===== config.mk =====
export PLATFORM = sky130hd
export DESIGN_NAME = qpsk_frame_sync
export DESIGN_NICKNAME = d
export VERILOG_FILES = /design/src/rtl/qpsk_frame_sync.sv
export SDC_FILE = /design/constraint.sdc
export NUM_CORES = 1
export LEC_CHECK = 0
export ABC_AREA = 1
export BUFFER_PORTS_ARGS = -buffer_cell sky130_fd_sc_hd__clkbuf_2
export CORE_UTILIZATION = 35
export DETAILED_ROUTE_END_ITERATION = 10
export GPL_TIMING_DRIVEN = 1
export PLACE_DENSITY = 0.59
export SLEW_MARGIN = 20
export SYNTH_ARGS = -nofsm -noshare
export SYNTH_HDL_FRONTEND = slang
export SYNTH_SLANG_ARGS = --single-unit

===== constraint.sdc =====
create_clock -name clk -period 1.5 [get_ports clk]
set_clock_uncertainty 0.05 [all_clocks]
set_input_delay 0.375 -clock clk [delete_from_list [all_inputs] [get_ports clk]]
set_output_delay 0.375 -clock clk [all_outputs]
set_load 0.01 [all_outputs]

===== src/rtl/qpsk_frame_sync.sv =====
// qpsk_frame_sync: frame synchroniser for the QPSK demodulator bit stream.
// Hunts for SYNC_WORD, confirms it over CONFIRM_CNT frames, then flywheels
// through up to MISS_MAX-1 bad headers while delivering payload bytes.
// Ports:
//   clk, rst_n    clock, asynchronous active-low reset
//   ser_bit       demodulated serial bit, valid when bit_valid = 1
//   bit_valid     one-clock bit strobe
//   resync        synchronous request to drop lock and restart the hunt
//   byte_data     payload byte, first received bit in bit 7
//   byte_valid    one-clock pulse qualifying byte_data
//   frame_start   pulse on each accepted header while locked
//   frame_end     pulse with the last byte of a frame
//   locked        high while in LOCK
//   sync_state    0 = SEARCH, 1 = VERIFY, 2 = LOCK
module qpsk_frame_sync #(
    parameter logic [15:0] SYNC_WORD     = 16'hEB90,
    parameter int unsigned PAYLOAD_BYTES = 8,
    parameter int unsigned CONFIRM_CNT   = 2,
    parameter int unsigned MISS_MAX      = 2
) (
    input  logic       clk,
    input  logic       rst_n,
    input  logic       ser_bit,
    input  logic       bit_valid,
    input  logic       resync,
    output logic [7:0] byte_data,
    output logic       byte_valid,
    output logic       frame_start,
    output logic       frame_end,
    output logic       locked,
    output logic [1:0] sync_state
);

    localparam int unsigned PAY_BITS   = 8 * PAYLOAD_BYTES;
    localparam int unsigned FRAME_BITS = PAY_BITS + 16;
    localparam int unsigned POS_W      = $clog2(FRAME_BITS);
    localparam int unsigned CNT_W      = 3;

    typedef enum logic [1:0] {
        ST_SEARCH = 2'd0,
        ST_VERIFY = 2'd1,
        ST_LOCK   = 2'd2
    } state_e;

    state_e           state_q, state_d;
    // Only the 15 most recent bits are kept; the 16th comes from ser_bit.
    logic [14:0]      sreg_q, sreg_d;
    logic [POS_W-1:0] pos_q, pos_d;
    logic [CNT_W-1:0] hit_q, hit_d;
    logic [CNT_W-1:0] miss_q, miss_d;
    // Seven bits suffice: the eighth bit of a byte goes straight to byte_data.
    logic [6:0]       byte_sr_q, byte_sr_d;
    logic [7:0]       byte_data_q, byte_data_d;
    logic             byte_valid_q, byte_valid_d;
    logic             frame_start_q, frame_start_d;
    logic             frame_end_q, frame_end_d;
    logic             locked_q, locked_d;

    logic [15:0]      cand;
    logic             match;
    logic             hdr_pos;
    logic             pay_pos;
    logic [7:0]       nxt_byte;
    logic [POS_W-1:0] pos_inc;

    // Candidate window and frame position decode
    assign cand     = {sreg_q, ser_bit};
    assign match    = (cand == SYNC_WORD);
    assign hdr_pos  = (pos_q == POS_W'(FRAME_BITS - 1));
    assign pay_pos  = (pos_q < POS_W'(PAY_BITS));
    assign nxt_byte = {byte_sr_q, ser_bit};
    assign pos_inc  = hdr_pos ? '0 : pos_q + POS_W'(1);

    // State and datapath registers
    always_ff @(posedge clk or negedge rst_n) begin
        if (!rst_n) begin
            state_q       <= ST_SEARCH;
            sreg_q        <= '0;
            pos_q         <= '0;
            hit_q         <= '0;
            miss_q        <= '0;
            byte_sr_q     <= '0;
            byte_data_q   <= '0;
            byte_valid_q  <= 1'b0;
            frame_start_q <= 1'b0;
            frame_end_q   <= 1'b0;
            locked_q      <= 1'b0;
        end else begin
            state_q       <= state_d;
            sreg_q        <= sreg_d;
            pos_q         <= pos_d;
            hit_q         <= hit_d;
            miss_q        <= miss_d;
            byte_sr_q     <= byte_sr_d;
            byte_data_q   <= byte_data_d;
            byte_valid_q  <= byte_valid_d;
            frame_start_q <= frame_start_d;
            frame_end_q   <= frame_end_d;
            locked_q      <= locked_d;
        end
    end

    // Next-state and output logic
    always_comb begin
        state_d       = state_q;
        sreg_d        = sreg_q;
        pos_d         = pos_q;
        hit_d         = hit_q;
        miss_d        = miss_q;
        byte_sr_d     = byte_sr_q;
        byte_data_d   = byte_data_q;
        byte_valid_d  = 1'b0;
        frame_start_d = 1'b0;
        frame_end_d   = 1'b0;

        // The bit history keeps shifting even on a resync cycle.
        if (bit_valid) begin
            sreg_d = cand[14:0];
        end

        if (resync) begin
            state_d   = ST_SEARCH;
            pos_d     = '0;
            hit_d     = '0;
            miss_d    = '0;
            byte_sr_d = '0;
        end else if (bit_valid) begin
            case (state_q)
                ST_SEARCH: begin
                    if (match) begin
                        pos_d = '0;
                        hit_d = CNT_W'(1);
                        if (CONFIRM_CNT == 1) begin
                            state_d       = ST_LOCK;
                            miss_d        = '0;
                            frame_start_d = 1'b1;
                        end else begin
                            state_d = ST_VERIFY;
                        end
                    end
                end
                ST_VERIFY: begin
                    pos_d = pos_inc;
                    if (hdr_pos) begin
                        if (match) begin
                            hit_d = hit_q + CNT_W'(1);
                            if (hit_q + CNT_W'(1) == CNT_W'(CONFIRM_CNT)) begin
                                state_d       = ST_LOCK;
                                miss_d        = '0;
                                frame_start_d = 1'b1;
                            end
                        end else begin
                            state_d = ST_SEARCH;
                            hit_d   = '0;
                        end
                    end
                end
                ST_LOCK: begin
                    pos_d = pos_inc;
                    if (pay_pos) begin
                        byte_sr_d = nxt_byte[6:0];
                        if (pos_q[2:0] == 3'd7) begin
                            byte_data_d  = nxt_byte;
                            byte_valid_d = 1'b1;
                            frame_end_d  = (pos_q == POS_W'(PAY_BITS - 1));
                        end
                    end
                    if (hdr_pos) begin
                        if (match) begin
                            miss_d        = '0;
                            frame_start_d = 1'b1;
                        end else if (miss_q + CNT_W'(1) == CNT_W'(MISS_MAX)) begin
                            state_d = ST_SEARCH;
                            miss_d  = '0;
                            hit_d   = '0;
                        end else begin
                            miss_d = miss_q + CNT_W'(1);
                        end
                    end
                end
                default: state_d = ST_SEARCH;
            endcase
        end

        locked_d = (state_d == ST_LOCK);
    end

    assign byte_data   = byte_data_q;
    assign byte_valid  = byte_valid_q;
    assign frame_start = frame_start_q;
    assign frame_end   = frame_end_q;
    assign locked      = locked_q;
    assign sync_state  = state_q;

endmodule


# Word level (Yosys, flattened, before mapping)
# Index checks and enable logic that the tools add are counted.
[classes]
n_mux = 55
n_lt_le_gt_ge = 1
bitwise_logic = 1
n_addsub = 3
eq_ne = 16
reduce_logical = 13
[op_table]
columns = ["operator", "count"]
rows = [
  ["$mux W7", 8],
  ["$mux W3", 16],
  ["$ne A3 B3 Y1 const B", 7],
  ["$mux W2", 9],
  ["$mux W1", 17],
  ["$eq A16 B16 Y1 const B", 1],
  ["$pmux W7 S2", 1],
  ["$pmux W3 S3", 1],
  ["$add A7 B1 Y7 const B", 1],
  ["$eq A7 B6 Y1 const B", 1],
  ["$eq A7 B7 Y1 const B", 1],
  ["$lt A7 B7 Y1 const B", 1],
  ["$reduce_and A7 Y1", 1],
  ["$add A3 B1 Y3 const B", 2],
  ["$eq A3 B2 Y1 const B", 2],
  ["$pmux W2 S3", 1],
  ["$pmux W3 S2", 1],
  ["$reduce_and A3 Y1", 2],
  ["$reduce_and A6 Y1", 1],
  ["$reduce_bool A2 Y1", 3],
  ["$reduce_bool A3 Y1", 2],
  ["$reduce_and A5 Y1", 1],
  ["$eq A2 B2 Y1 const B", 2],
  ["$reduce_bool A4 Y1", 1],
  ["6 further kinds", 6],
]
[totals]
elab_cells = 100
inputBits = 5
register_bits = 49
output_inout_bits = 14

# Depth between registers and ports, before layout
[logic_depth]
ltp_word = 9
depth_mapped = 12
ltp_nobuf = 12

# Worst setup path after synthesis
# Ideal clock, no wire load.
[synth_timing]
path_kind = "reg2reg"
from = "register state_q[0], in the netlist sync_state[0]"
to = "register byte_data_q[6], in the netlist byte_data[6]"
setup_time_ns = 0.126
stages_incl_launch_ff = 9
setup_slack_ns = -0.148
arrival_ns = 1.472
period_less_slack_ns = 1.648
path_buffers = 1
t_required_ns = 1.324
cell_sequence = "dfrtp_1 inv_1 ha_1 inv_1 nor2_1 nand3_1 buf_2 nand2_1 o21ai_0"
[synth_via]
elab_chain_len = 2
[synth_rtl]
columns = ["element", "line_no", "source"]
rows = [
  ["from (decl)", "45", "state_e state_q, state_d;"],
  ["from (signal assigned)", "89", "state_q <= state_d;"],
  ["$eq A2 B2 Y1", "128", "case (state_q)"],
  ["$reduce_and A5 Y1 (no source line)", "--", ""],
  ["to (signal assigned)", "95", "byte_data_q <= byte_data_d;"],
  ["to (decl)", "53", "logic [7:0] byte_data_q, byte_data_d;"],
]
# No other way between the ends.
# A chain may end at the register's enable or synchronous reset.

# Worst setup path in the final report
[layout_timing]
from = "register pos_q[1]"
to = "register miss_q[2]"
[layout_via]
elab_chain_len = 3
word_cells_on_any_way = 4
cone_classes = "eq/ne (3); reduce/logical (1)"
[layout_rtl]
columns = ["element", "line_no", "source"]
rows = [
  ["from (decl)", "48", "logic [POS_W-1:0] pos_q, pos_d;"],
  ["from (signal assigned)", "91", "pos_q <= pos_d;"],
  ["$eq A7 B7 Y1 (*)", "69", "assign hdr_pos = (pos_q == POS_W'(FRAME_BITS - 1));"],
  ["$ne A3 B3 Y1 (no source line)", "--", ""],
  ["$reduce_and A6 Y1 (no source line) (*)", "--", ""],
  ["to (signal assigned)", "93", "miss_q <= miss_d;"],
  ["to (decl)", "50", "logic [CNT_W-1:0] miss_q, miss_d;"],
]
# Every way passes the cells marked *; elsewhere a longest branch is shown, timed or not.

==> flow_summary.ini <==
[outcome]
status = finished, violations left
violations = setup timing

[clock_network]
cts.reportedPaths.clkPinSlew_ns = 0.11
cts_buffers = 5
clock_path_buffers = 2
cts_tree = built
clockRootBuffer = clkbuf_8
clock_sinks = 49
htreeDepth = 2
clock_latency_ns = 0.32

[synth]
synth_largest_area_cell = dfrtp_1
avgSynthCellArea_um2 = 8.15
synth.top_cell.area_share_pct = 50.3
synth_area_leaders = dfrtp_1, nand2_1, inv_1
yosys_warnings = 0
synth_edf_count = 0
synthCells = 299
syn_nets = 314
syn_area_mm2 = 0.00244
synth-seq-cells = 49
synth_flop_cell = dfrtp_1
seq_area_frac_synth_pct = 50.3
synth_cell_type_count = 26
async_reset_ff_share_pct = 100

[setup_path]
cp_num_buf_inv = 2
r2r_start = pos_q[1]
crit_path_frequent_cell = nand2_1
critical_path_required_ns = 1.66
cp.arrival_ns = 1.77
crit_path_top_delay_cell = dfrtp_1
critPathLaunchType = flop
r2r_end = miss_q[2]
cp_max_fo = 5
ff2ff_path_depth = 11
regToRegSetupSlack_ns = -0.10
crit_path_cell_trace = ha_2 -> nand3_2 -> inv_2 -> nand2_4 -> inv_4 -> o21ai_0 -> nand2_1 -> nand3_2 -> nor2_2 -> nand2_1 -> nand2_1
cp_top_family = simple AND/OR/NAND/NOR gates
end_kind = flop
path_class = flop to flop
slowest_delay_ns = 0.40

[die]
fp.dieW_um = 85.5
die_y_um = 85.5
ios = 19
rows = 30
dieArea_mm2 = 0.00730
fp.coreArea_mm2 = 0.00676
start_util_pct = 36.1

[cells_and_area]
drive_above_1_share_pct = 43.5
area_delta_synth_final_pct = 43.5
mostFrequentLayoutCells = nand2_1, buf_4, dfrtp_1
finish.net_count = 391
final_common_cell = nand2_1
nFillCells = 605
stdcell_count = 457
diodes = 0

[global_routing]
grt_pass1_wl_um = 8800
grt.overflow.total = 0
grt_max_degree = 50
antenna_found_initial = 0
gr-usage-all-layers_pct = 15.1
grt_pass1_vias = 2005

[routing]
dr.pass1.iters = 4
totalWireLength_um = 5240
ant_nets = 0
drt_iter0_markers = 48
wl_per_cell_um = 11.5
num_vias = 2119
vias_per_cell = 4.64
drc_errors = 0

[timing]
slew_headroom_pct = 80.9
fin_crit_sh_pct = 107
final-hold-violation-count = 0
tightest_slew_ns = 0.286
fmaxAchievable_mhz = 624
tns_ns = -0.973
rsz0062_at_grt = true
fin_ws_ns = -0.104
drv_slew = 0
holdWs_ns = 0.257
setup_violations = 17
period_needed_ns = 1.60

[job]
cap_violations = 0

[min_path]
holdCritPathClass = input pin to flop
min_to = sreg_q[0]
hp-start = ser_bit
min_path_cells = 3

[power_and_ir_drop]
ir_drop_uv = 357
leakage_nw = 1.70
powerDensity_mw_per_mm2 = 737

[placed_design]
pre_cts_ws_ns = -0.161
dp.cells = 433
place_congestion = 0.846
dp_hpwl_um = 3610
io_buffer_count = 18
worst max-delay path by stage:
stage | startpoint | end | slack [ns] | depth (start not counted)
2_1_floorplan | sync_state[0] | byte_data[6] | -0.03 | 8
3_3_place_gp | ser_bit | pos_q[4] | -0.14 | 12
3_5_place_dp | ser_bit | pos_q[4] | -0.16 | 12
4_1_cts | pos_q[1] | hit_q[1] | -0.12 | 11
5_1_grt | pos_q[1] | miss_q[1] | -0.24 | 10
6_report | pos_q[1] | miss_q[2] | -0.10 | 11
Yosys cell counts, drive strengths merged (3+ instances only):
master	count
xor2	3
o21ai	24
nor3	5
nor2	31
a21oi	12
nand4	3
dfrtp	49
ha	10
o22ai	6
inv	46
clkbuf	3
nand2	83
nand3	18
logic make-up (layout without fill, tap and decap cells):
family | count (synthesis) | after routing | synth area share, %
adder cells (fa/ha/maj) | 10 | 10 | 5.13
AND/OR/NAND/NOR | 142 | 142 | 25.7
XOR/XNOR | 3 | 3 | 1.08
multiplexers | 1 | 1 | 0.462
AO/OA/AOI/OAI | 43 | 43 | 9.24
buffers and inverters | 51 | 129 | 8.11
flip-flops | 49 | 49 | 50.3
metal layers:
layer / part of all wire (%) / vias to the layer above / track usage, %
li1: - / 1096 / -
met1: 46 / 992 / 18.9
met2: 50 / 22 / 26.0
met3: 1.7 / 9 / 2.33
met4: 2.1 / 0 / 6.06
met5: 0 / - / 0
final cells by class:
type | instances | area [um^2] | share of cell area (%)
Multi-Input combinational cell | 199 | 1300 | 37.1
Tap cell | 80 | 100 | 2.86
Clock inverter | 3 | 28.8 | 0.823
Sequential cell | 49 | 1230 | 35.1
Timing Repair Buffer | 74 | 581 | 16.6
Inverter | 47 | 194 | 5.55
Clock buffer | 5 | 68.8 | 1.97
through the flow:
step	area (um^2)	total power, W	utilization, %
after floorplan	2480	0.00159	-
after CTS	3200	0.00260	47.4
after global routing	3500	0.00272	51.8
final	3500	0.00258	51.8
after detailed placement	2980	0.00172	44.1
after global placement	2980	0.00172	44.1
worst reg2reg max path, delay by kind of cell (launching register included):
family	cells	cell delay [ns]
buf+inv	2	0.11
simple gates	7	0.53
compound gates	1	0.22
fa+ha+maj	1	0.19
flops	1	0.40
state kept, by name, summed over array words and instances, names as in the netlist:
name / flops
frame_start: 1
sync_state: 2
byte_valid: 1
byte_data: 8
sreg_q: 15
pos_q: 7
hit_q: 3
byte_sr_q: 7
locked: 1
frame_end: 1
miss_q: 3
report_power, final:
part,total (W),switching [W],internal (W)
Sequential,0.00143,0.0000419,0.00138
Combinational,0.000304,0.000171,0.000133
Clock,0.000847,0.000497,0.000349
what timing repair did:
item,4_1_cts,5_1_grt
buffers inserted,7,6
resized for setup,22,66
pin swaps,14,21
hold buffers,1,0
cloned,0,2
hold endpoints to repair,49,0
endpoints found under the setup margin,31,32
Power figures use the tool's default switching activity.
